### config.mk
export PLATFORM = sky130hd
export DESIGN_NAME = mem_wb_stage
export DESIGN_NICKNAME = d
export VERILOG_FILES = /design/src/rtl/mem_wb_stage.sv
export SDC_FILE = /design/constraint.sdc
export NUM_CORES = 1
export LEC_CHECK = 0
export BUFFER_PORTS_ARGS = -buffer_cell sky130_fd_sc_hd__buf_2
export CAP_MARGIN = 20
export CORE_MARGIN = 5
export CORE_UTILIZATION = 50
export CTS_BUF_LIST = sky130_fd_sc_hd__clkbuf_8
export DETAILED_ROUTE_END_ITERATION = 10
export HOLD_SLACK_MARGIN = 0.02
export PLACE_DENSITY = 0.78
export RECOVER_POWER = 25
export SETUP_SLACK_MARGIN = 0.1
export SYNTH_ARGS = -nofsm -noshare
export SYNTH_HDL_FRONTEND = slang
export SYNTH_SLANG_ARGS = --single-unit
### constraint.sdc
create_clock -name clk -period 3.4 [get_ports clk]
set_clock_uncertainty 0.1 [all_clocks]
set_input_delay 0.34 -clock clk [delete_from_list [all_inputs] [get_ports clk]]
set_output_delay 0.34 -clock clk [all_outputs]
set_load 0.01 [all_outputs]
### src/rtl/mem_wb_stage.sv
// MEM/WB elastic pipeline register: main + skid entry, valid/ready handshake, sync flush, stall counter.
// One-cycle latency; in_ready is registered and drops only when the skid entry is occupied.
module mem_wb_stage #(
    parameter int XLEN        = 32,
    parameter int REG_ADDR_W  = 5,
    parameter int STALL_CNT_W = 16
) (
    input  logic                   clk,
    input  logic                   reset,
    input  logic                   flush,
    input  logic                   in_valid,
    output logic                   in_ready,
    input  logic [REG_ADDR_W-1:0]  write_address_in,
    input  logic                   write_en_in,
    input  logic                   mux5_sel_in,
    input  logic [XLEN-1:0]        alu_result_in,
    input  logic [XLEN-1:0]        d_mem_result_in,
    input  logic                   mem_read_in,
    input  logic [REG_ADDR_W-1:0]  reg1_read_address_in,
    output logic                   out_valid,
    input  logic                   out_ready,
    output logic [REG_ADDR_W-1:0]  write_address_out,
    output logic                   write_en_out,
    output logic                   mux5_sel_out,
    output logic [XLEN-1:0]        alu_result_out,
    output logic [XLEN-1:0]        d_mem_result_out,
    output logic                   mem_read_out,
    output logic [REG_ADDR_W-1:0]  reg1_read_address_out,
    output logic [XLEN-1:0]        wb_data_out,
    output logic [STALL_CNT_W-1:0] stall_count
);

    typedef struct packed {
        logic [REG_ADDR_W-1:0] waddr;
        logic                  we;
        logic                  sel;
        logic [XLEN-1:0]       alu;
        logic [XLEN-1:0]       dmem;
        logic                  mem_read;
        logic [REG_ADDR_W-1:0] rs1;
    } bundle_t;

    typedef enum logic [1:0] {S_EMPTY, S_ONE, S_TWO} state_t;

    state_t                 r_state;
    state_t                 w_state_nxt;
    logic                   r_in_ready;
    bundle_t                r_main;
    bundle_t                r_skid;
    bundle_t                w_in;
    logic [STALL_CNT_W-1:0] r_stall_cnt;
    logic                   w_out_valid;
    logic                   w_push;
    logic                   w_pop;
    logic                   w_load_main;
    logic                   w_load_skid;
    logic                   w_skid_to_main;

    assign w_in = '{waddr: write_address_in, we: write_en_in, sel: mux5_sel_in,
                    alu: alu_result_in, dmem: d_mem_result_in,
                    mem_read: mem_read_in, rs1: reg1_read_address_in};

    assign w_out_valid = (r_state != S_EMPTY);
    assign w_push      = in_valid & r_in_ready;
    assign w_pop       = w_out_valid & out_ready;

    always_comb begin
        w_state_nxt    = r_state;
        w_load_main    = 1'b0;
        w_load_skid    = 1'b0;
        w_skid_to_main = 1'b0;
        if (flush) begin
            w_state_nxt = S_EMPTY;
        end else begin
            case (r_state)
                S_EMPTY: if (w_push) begin
                    w_load_main = 1'b1;
                    w_state_nxt = S_ONE;
                end
                S_ONE: begin
                    if (w_push && w_pop) begin
                        w_load_main = 1'b1;
                    end else if (w_push) begin
                        w_load_skid = 1'b1;
                        w_state_nxt = S_TWO;
                    end else if (w_pop) begin
                        w_state_nxt = S_EMPTY;
                    end
                end
                S_TWO: if (w_pop) begin
                    w_skid_to_main = 1'b1;
                    w_state_nxt    = S_ONE;
                end
                default: w_state_nxt = S_EMPTY;
            endcase
        end
    end

    always_ff @(posedge clk or negedge reset) begin
        if (!reset) begin
            r_state    <= S_EMPTY;
            r_in_ready <= 1'b1;
        end else begin
            r_state    <= w_state_nxt;
            r_in_ready <= (w_state_nxt != S_TWO);
        end
    end

    always_ff @(posedge clk or negedge reset) begin
        if (!reset) begin
            r_main <= '0;
            r_skid <= '0;
        end else begin
            if (w_load_main) begin
                r_main <= w_in;
            end else if (w_skid_to_main) begin
                r_main <= r_skid;
            end
            if (w_load_skid) begin
                r_skid <= w_in;
            end
        end
    end

    // Saturating: holds at all-ones until reset
    always_ff @(posedge clk or negedge reset) begin
        if (!reset) begin
            r_stall_cnt <= '0;
        end else if (w_out_valid && !out_ready && (r_stall_cnt != '1)) begin
            r_stall_cnt <= r_stall_cnt + STALL_CNT_W'(1);
        end
    end

    assign in_ready              = r_in_ready;
    assign out_valid             = w_out_valid;
    assign write_address_out     = r_main.waddr;
    assign write_en_out          = w_out_valid & r_main.we;
    assign mux5_sel_out          = r_main.sel;
    assign alu_result_out        = r_main.alu;
    assign d_mem_result_out      = r_main.dmem;
    assign mem_read_out          = w_out_valid & r_main.mem_read;
    assign reg1_read_address_out = r_main.rs1;
    assign wb_data_out           = r_main.sel ? r_main.dmem : r_main.alu;
    assign stall_count           = r_stall_cnt;

endmodule

==> impl_metrics.yaml <==
floorplan:
  dieWidth_um: 138
  ios: 209
  num_rows: 47
  die_h_um: 138
  core_um2: 16400
  dieArea_um2: 19200
  start_util_pct: 50.3
cts:
  clock_latency_ps: 440
  htreeDepth: 4
  cts_inserted_buffers: 17
  cts_tree: "done"
  clkSlewWorstSetupHoldPaths_ps: 90
  clock_path_buffers: 2
  root_buffer: "clkbuf_8"
  cts_sinks: 173
  cts_setup_buffers: 0
place:
  io_buffers: 208
  dpl_cell_area_um2: 8910
  dp_slack_ps: 1210
  dp_hpwl_mm: 11.8
  gp_congestion: 0.807
sta:
  fmax_ghz: 0.405
  fin_crit_sh_pct: 72.6
  holdWs_ps: 59.3
  setup_tns_ps: 0
  relSlewSlack_pct: 4.63
  hold_viol_final: 0
  fin_crit_ps: 2470
  rsz0062_at_grt: "no"
  setup_ws_ps: 931
  tightest_slew_ps: 1430
  maxSlewViolCount: 0
  setup_viol: 0
route:
  ant_nets: 0
  dr.pass1.iters: 4
  wirelength_mm: 18.2
  viasPerCell: 5.13
  vias: 5699
  wl_per_cell_um: 16.3
  dr.first_iter.drc_count: 286
  drc: 0
min_path:
  hold_path_end: "r_skid[30]"
  hold_depth: 2
  hold_start: "d_mem_result_in[24]"
  hold_class: "primary input to flop"
global_routing:
  grt_pass1_vias: 5756
  grt_max_degree: 85
  grt_pass1_wl_mm: 30.1
  antenna_found_initial: 0
  gr-usage-all-layers_pct: 19.0
  grt_overflow: 0
synth:
  synth_flop_cell: "dfrtp_1"
  synth_nets: 778
  yosys_warnings: 0
  synth_seq_area_share_pct: 52.5
  synth-seq-cells: 173
  synth_cells: 695
  syn_avg_cell_area_um2: 11.9
  netlist_area_um2: 8250
  synth_edf_count: 0
  async_reset_ff_share_pct: 100
  synthDistinctLibCells: 37
critical_path:
  r2r_cells: 5
  reg2reg_slack_ps: 1140
  end_kind: "output port"
  startpoint_type: "flop"
  critPathRequiredTime_ps: 2960
  arrival_ps: 2030
  critPathKind: "flop to output port"
  r2r-end: "alu_result_out[19]"
  reg2reg_from: "r_state[1]"
  cp_max_fo: 34
layout:
  diodes: 0
  fin_nets: 962
  fin_area_um2: 9910
  layout-drive-gt1-share_pct: 41.4
  n_fill_cell: 1311
  area_growth_pct: 20.0
pwr:
  p_per_area_nw_per_um2: 585
  power_mw: 5.79
  peakVddDrop_mv: 0.301
  p_leak_nw: 4.45
flow_run:
  timing.max_cap.violations: 0
outcome:
  status: "finished clean"
[state kept, by name, indices dropped and copies added (netlist names)]
| name | cells |
|---|---|
| r_skid | 77 |
| alu_result_out | 32 |
| d_mem_result_out | 32 |
| stall_count | 16 |
| reg1_read_address_out | 5 |
| write_address_out | 5 |
| r_main | 2 |
| r_state | 2 |
| in_ready | 1 |
| mux5_sel_out | 1 |
[cells in the mapped netlist, types with 2 or more instances]
cell	number	area, µm²
mux2i_1	79	791
buf_2	5	25.0
buf_1	9	33.8
nand2_1	5	18.8
nor3_1	4	20.0
clkbuf_1	15	56.3
dfrtp_1	172	4300
nor2b_1	3	18.8
nand3_1	5	25.0
nor4_1	3	18.8
mux2_2	111	1250
nand4_1	4	25.0
buf_4	78	586
nor2_1	85	319
a21oi_1	78	390
xor2_1	12	105
inv_1	4	15.0
nor4b_1	2	17.5
buf_8	3	45.0
[layout make-up]
type,count,area (µm²),share of cell area (%)
timing repair buffer,276,1710,17.3
multi-input combinational,407,3160,31.9
tap,220,275,2.78
sequential,173,4330,43.7
clock inverter,14,165,1.67
inverter,4,15.0,0.152
clock buffer,18,248,2.50
[metrics by stage]
step                std cells  util [%]
floorplan                 695         -
global placement         1021      54.3
detailed placement       1021      54.3
CTS                      1110      60.3
global route             1112      60.4
finish                   1112      60.4
[layout by cell type, fill, tap and decap left out, types with 2 or more instances in the layout]
cell / instances
buf_2: 207
dfrtp_1: 171
mux2_2: 111
nor2_1: 85
mux2i_1: 79
a21oi_1: 78
dlygate4sd3_1: 59
clkbuf_8: 18
xor2_1: 12
buf_4: 7
inv_1: 5
nand2_1: 5
nand3_1: 4
nand4_1: 4
nor3_1: 4
clkinv_2: 4
nor2b_1: 3
nor4_1: 3
bufinv_16: 3
inv_6: 3
nor4b_1: 2
clkinv_4: 2
clkbuf_2: 2
[how the worst max path moves through the flow]
stage	startpoint	to	cells past startpoint	slack, ps
after floorplan	stall_count[0]	stall_count[12]	5	1400
after CTS	mux5_sel_out	wb_data_out[10]	2	920
final	mux5_sel_out	wb_data_out[16]	2	930
after global routing	reset	reg1_read_address_out[1]	3	810
after global placement	flush	alu_result_out[9]	6	1240
after detailed placement	flush	alu_result_out[16]	6	1210
[timing repair]
action	in CTS	in global routing
gates resized for setup	0	0
endpoints found under the hold margin	111	2
hold buffers	57	2
[critical path: stages (launching register included)]
cell and delay (ps):
dfrtp_2 1010, mux2_2 430, buf_2 140
[power by group]
part	internal (mW)	switching, mW
registers	2.54	0.364
clock network	0.748	0.734
logic	0.768	0.633
[kinds of logic after synthesis]
| logic type | Yosys count | synth area share (%) |
|---|---|---|
| xor gates and xnor gates | 13 | 1.38 |
| DFF | 173 | 52.5 |
| AOI/OAI and AO/OA | 83 | 5.32 |
| muxes | 190 | 24.7 |
| and+or+nand+nor | 120 | 6.58 |
| buffers and inverters | 115 | 9.36 |
| adders and majority gates | 1 | 0.152 |
[metal layers]
layer	routed length, µm	vias up	GRT usage [%]	share of wire (%)
li1	-	2693	-	-
met2	8610	171	29.7	47
met1	8160	2817	25.7	45
met4	259	0	5.88	1.4
met3	1120	18	6.01	6.2
met5	0	-	0	0
No activity file was read; power rests on OpenSTA's default activity.
